===== src/rtl/vmicro16_apb_arbiter.sv =====
// Round-robin arbiter that funnels several APB masters onto one shared APB bus.
// Optional ACCESS-phase timeout is compiled in with the APB_ARB_TIMEOUT_EN macro.
module vmicro16_apb_arbiter #(
  parameter int MASTERS      = 4,
  parameter int DATA_WIDTH   = 16,
  parameter int ADDR_WIDTH   = 16,
  parameter int TIMEOUT_CLKS = 255
) (
  input  logic                            clk,
  input  logic                            reset,
  input  logic [MASTERS*ADDR_WIDTH-1:0]   S_PADDR,
  input  logic [MASTERS-1:0]              S_PWRITE,
  input  logic [MASTERS-1:0]              S_PSEL,
  input  logic [MASTERS-1:0]              S_PENABLE,
  input  logic [MASTERS*DATA_WIDTH-1:0]   S_PWDATA,
  output logic [DATA_WIDTH-1:0]           S_PRDATA,
  output logic [MASTERS-1:0]              S_PREADY,
  output logic [ADDR_WIDTH-1:0]           M_PADDR,
  output logic                            M_PWRITE,
  output logic                            M_PSEL,
  output logic                            M_PENABLE,
  output logic [DATA_WIDTH-1:0]           M_PWDATA,
  input  logic [DATA_WIDTH-1:0]           M_PRDATA,
  input  logic                            M_PREADY,
  output logic [$clog2(MASTERS)-1:0]      grant,
  output logic                            busy,
  output logic                            timeout
);

  localparam int GW = $clog2(MASTERS);

  // Handshake: a master holds S_PSEL high until it sees its S_PREADY bit
  // pulse for one cycle; the shared side completes when M_PREADY is sampled
  // high during ACCESS (M_PSEL && M_PENABLE).
  typedef enum logic [1:0] {
    IDLE   = 2'd0,
    SETUP  = 2'd1,
    ACCESS = 2'd2,
    DONE   = 2'd3
  } state_t;

  state_t                r_state;
  state_t                w_state_next;
  logic [GW-1:0]         r_grant;
  logic [GW-1:0]         r_last;
  logic [ADDR_WIDTH-1:0] r_paddr;
  logic                  r_pwrite;
  logic [DATA_WIDTH-1:0] r_pwdata;
  logic [DATA_WIDTH-1:0] r_prdata;
  logic                  r_timeout;

  logic                  w_any;
  logic [GW-1:0]         w_pick;
  logic [ADDR_WIDTH-1:0] w_sel_addr;
  logic                  w_sel_write;
  logic [DATA_WIDTH-1:0] w_sel_wdata;
  logic [MASTERS-1:0]    w_pready;
  logic                  w_to_hit;
  logic                  w_unused;

  function automatic logic [GW-1:0] rr_idx(input logic [GW-1:0] base, input int k);
    int s;
    s = (int'(base) + k) % MASTERS;
    return s[GW-1:0];
  endfunction

  // Scan from the farthest candidate to the nearest so the nearest requester
  // after the previous owner is the one left in w_pick.
  always_comb begin
    w_any  = 1'b0;
    w_pick = r_last;
    for (int k = MASTERS; k >= 1; k--) begin
      for (int i = 0; i < MASTERS; i++) begin
        if (S_PSEL[i] && (rr_idx(r_last, k) == i[GW-1:0])) begin
          w_any  = 1'b1;
          w_pick = i[GW-1:0];
        end
      end
    end
  end

  always_comb begin
    w_sel_addr  = '0;
    w_sel_write = 1'b0;
    w_sel_wdata = '0;
    for (int i = 0; i < MASTERS; i++) begin
      if (w_pick == i[GW-1:0]) begin
        w_sel_addr  = S_PADDR[i*ADDR_WIDTH +: ADDR_WIDTH];
        w_sel_write = S_PWRITE[i];
        w_sel_wdata = S_PWDATA[i*DATA_WIDTH +: DATA_WIDTH];
      end
    end
  end

`ifdef APB_ARB_TIMEOUT_EN
  localparam int CW0 = $clog2(TIMEOUT_CLKS + 1);
  localparam int CW  = (CW0 > 8) ? CW0 : 8;

  logic [CW-1:0] r_cnt;

  // Cleared while in SETUP so it reads 0 in the first ACCESS cycle.
  always_ff @(posedge clk or posedge reset) begin
    if (reset) begin
      r_cnt <= '0;
    end else if (r_state == SETUP) begin
      r_cnt <= '0;
    end else if (r_state == ACCESS) begin
      r_cnt <= r_cnt + 1'b1;
    end
  end

  assign w_to_hit = (r_cnt == CW'(TIMEOUT_CLKS - 1));
`else
  localparam int unused_timeout_clks = TIMEOUT_CLKS;
  assign w_to_hit = 1'b0;
`endif

  assign w_unused = ^S_PENABLE;

  always_comb begin
    w_state_next = r_state;
    case (r_state)
      IDLE:    if (w_any) w_state_next = SETUP;
      SETUP:   w_state_next = ACCESS;
      ACCESS:  if (M_PREADY || w_to_hit) w_state_next = DONE;
      DONE:    w_state_next = IDLE;
      default: w_state_next = IDLE;
    endcase
  end

  always_ff @(posedge clk or posedge reset) begin
    if (reset) begin
      r_state   <= IDLE;
      r_grant   <= '0;
      r_last    <= GW'(MASTERS - 1);
      r_paddr   <= '0;
      r_pwrite  <= 1'b0;
      r_pwdata  <= '0;
      r_prdata  <= '0;
      r_timeout <= 1'b0;
    end else begin
      r_state   <= w_state_next;
      r_timeout <= 1'b0;
      case (r_state)
        IDLE: begin
          if (w_any) begin
            r_grant  <= w_pick;
            r_last   <= w_pick;
            r_paddr  <= w_sel_addr;
            r_pwrite <= w_sel_write;
            r_pwdata <= w_sel_wdata;
          end
        end
        ACCESS: begin
          if (M_PREADY) begin
            r_prdata <= M_PRDATA;
          end else if (w_to_hit) begin
            r_prdata  <= '1;
            r_timeout <= 1'b1;
          end
        end
        default: ;
      endcase
    end
  end

  always_comb begin
    w_pready = '0;
    for (int i = 0; i < MASTERS; i++) begin
      w_pready[i] = (r_state == DONE) && (r_grant == i[GW-1:0]);
    end
  end

  // Outputs decode straight from the state register so an asynchronous reset
  // drops the shared bus without waiting for a clock edge.
  assign M_PSEL    = (r_state == SETUP) || (r_state == ACCESS);
  assign M_PENABLE = (r_state == ACCESS);
  assign M_PADDR   = M_PSEL ? r_paddr  : '0;
  assign M_PWRITE  = M_PSEL ? r_pwrite : 1'b0;
  assign M_PWDATA  = M_PSEL ? r_pwdata : '0;
  assign S_PREADY  = w_pready;
  assign S_PRDATA  = r_prdata;
  assign grant     = r_grant;
  assign busy      = (r_state != IDLE);
  assign timeout   = r_timeout;

endmodule


===== config.mk =====
export PLATFORM = sky130hd
export DESIGN_NAME = vmicro16_apb_arbiter
export DESIGN_NICKNAME = d
export VERILOG_FILES = /design/src/rtl/vmicro16_apb_arbiter.sv
export SDC_FILE = /design/constraint.sdc
export NUM_CORES = 1
export LEC_CHECK = 0
export BUFFER_PORTS_ARGS = -buffer_cell sky130_fd_sc_hd__buf_2
export CAP_MARGIN = 40
export CORE_ASPECT_RATIO = 1.75
export CORE_UTILIZATION = 30
export DETAILED_ROUTE_END_ITERATION = 10
export SETUP_SLACK_MARGIN = 0.15
export SLEW_MARGIN = 20
export SYNTH_ARGS = -nofsm -noshare
export SYNTH_HDL_FRONTEND = slang
export SYNTH_SLANG_ARGS = --single-unit

===== constraint.sdc =====
create_clock -name clk -period 1.97 [get_ports clk]
set_input_delay 0.197 -clock clk [delete_from_list [all_inputs] [get_ports clk]]
set_output_delay 0.197 -clock clk [all_outputs]
set_load 0.01 [all_outputs]

==> flow_summary.ini <==
[run_status]
outcome = finished, violations left
violations = negative setup slack

[clock_network]
worstSkewPairLatency_ps = 300
clk_path_buf_depth = 2
path_clk_slew_ps = 70
cts_root_buf = clkbuf_16
cts_buffers = 5
htreeDepth = 2
cts.sinks = 55
tritoncts = done

[sta]
tightest_slew_ps = 518
hold_ws_ps = 126
hold_viol = 0
layout_setup_ws_ps = -8.13
finalMaxSlewViolations = 0
fin_crit_ps = 1980
period_share_pct = 100
setup_tns_ps = -8.13
max_freq_ghz = 0.506
finalClockSkew_ps = 7.00
slew_headroom_pct = 65.4
rsz0062_at_grt = true
setup-violations-final = 1

[pwr]
power.total_mw = 8.33
peakVddDrop_v = 0.000692
p_leak_nw = 2.75
cellPowerDensity_mw_per_mm2 = 1460

[die]
io_pins = 218
start_util_pct = 31.1
die_w_microns = 86.8
die_y_microns = 150
rows = 53
core_sq_mm = 0.0121
die-area_sq_mm = 0.0130

[routing]
drc = 0
wl_microns = 14000
firstDrtPassIters = 4
ant_nets = 0
via_count = 4243
viasPerCell = 5.17
wl_per_cell_microns = 17.0
drtIter0Drc = 199

[worst_setup_path]
reg2regPathDepth = 5
cp-endpoint = r_paddr[11]$_DFFE_PP0P_
endpoint_kind = flop
critPathRequiredTime_ps = 2200
criticalPathCategory = reg2reg
critPathMaxFanout = 17
crit_start = r_last[1]$_DFFE_PP1P_
reg2reg_setup_slack_ps = -8
r2r-end = r_paddr[11]$_DFFE_PP0P_
timing.rr.start = r_last[1]$_DFFE_PP1P_
crit_arrival_ps = 2200
cp-start-kind = flop

[global_routing]
grt_pass1_wl_microns = 21100
overflow = 0
grt_pass1_vias = 4269
grt_start_max_net_pins = 34
grt_usage_pct = 21.1
antenna_found_initial = 1

[yosys]
ys.flop_type = dfrtp_1
ys_types = 38
synth_nets = 606
ys_seq_elements = 55
syn_inst = 443
synth-async-reset-ratio_pct = 100
synth_warnings = 0
ys_seq_area_share_pct = 36.6
synth_area_per_cell_sq_um = 8.52
netlist_area_sq_mm = 0.00377
synth_edf_count = 0

[placed_design]
numPortBuffers = 212
gp_congestion = 0.825
dpl.hpwl_microns = 10200
placed_cells = 804
post_dp_cell_area_sq_mm = 0.00514
pre_cts_ws_ps = -134

[cells_and_area]
final_area_sq_mm = 0.00570
num-nets-final = 817
fin_cells = 821
final_cell_mix = buf_2 (212), dfrtp_1 (53), a21boi_1 (39), nand2_1 (37), o21ai_0 (35)
final_common_cell = buf_2
area_growth_pct = 51.0
utilization_pct = 46.9
drive_gt1_share_pct = 49.6

[worst_hold_path]
hold_path.class = in2reg

[run]
cap_violations = 0
## worst max-delay path, cell delays in order, from the launching register on
cell	delay (ps)
dfstp_2	580
buf_8	150
or4b_4	650
a21boi_1	320
nor4_4	60
o21ai_1	130
## worst min-delay path by stage
stage	slack, ps	cells after the start	end	from
floorplan	350	1	S_PRDATA[10]$_DFFE_PP0P_	M_PRDATA[10]
global placement	260	2	r_state[1]$_DFFE_PP0P_	reset
detailed placement	270	2	r_state[1]$_DFFE_PP0P_	reset
CTS	120	2	S_PRDATA[5]$_DFFE_PP0P_	M_PRDATA[5]
global route	130	2	S_PRDATA[2]$_DFFE_PP0P_	M_PRDATA[2]
finish	130	2	S_PRDATA[5]$_DFFE_PP0P_	M_PRDATA[5]
## cells by family (layout without fill, tap and decap cells)
logic type / after synthesis / in the layout / share of synthesized area, %
flops: 55 / 55 / 36.6
buf+inv: 47 / 258 / 5.87
other cells: 1 / 2 / 0.0994
compound gates: 152 / 152 / 25.7
mux: 17 / 17 / 5.04
simple gates: 167 / 168 / 25.4
fa+ha+maj: 4 / 4 / 1.33
## cell type report
type,instances,area [sq um]
Fill cell,1259,6440
Tap cell,165,206
Timing Repair Buffer,245,1420
Antenna cell,1,2.50
Clock buffer,5,125
Clock inverter,3,20.0
Inverter,5,18.8
Sequential cell,55,1380
Multi-Input combinational cell,342,2530
## synthesized netlist by cell type (9+ instances only)
library cell	number	area share [%]
a21boi_0	35	7.0
a21boi_1	33	6.6
and2_1	34	5.6
and3_1	35	5.8
buf_2	9	1.2
clkbuf_1	28	2.8
dfrtp_1	53	35
mux2_2	16	4.8
nand2_1	37	3.7
nor2_1	9	0.90
nor4_1	34	5.6
o21ai_0	36	4.8
o21ai_1	34	4.5
## power by group
group	switching [mW]	internal [mW]	leakage [nW]	total, mW
clock	0.424	0.470	0.0658	0.894
combinational	2.91	2.52	2.02	5.42
sequential	0.299	1.72	0.667	2.01
total	3.63	4.70	2.75	8.33
## routing by layer
layer	up-vias	wire [microns]	track usage [%]
li1	2020	-	-
met1	2013	5270	23.0
met2	183	7620	39.8
met3	27	697	2.36
met4	0	395	9.83
met5	-	0	0
## registers in the layout, summed over array words and instances, names as in the netlist
signal    count
r_state       2
r_paddr      16
grant         2
S_PRDATA     16
r_pwrite      1
r_last        2
r_pwdata     16
## what timing repair did
action                     4_1_cts  5_1_grt
gates resized for setup         41       29
pin swaps                        6        3
cloned                           2        0
buffers inserted                 3        2
setup endpoints to repair       39       68
hold endpoints to repair        20        0
hold buffers                     1        0
Power figures use the tool's default switching activity.
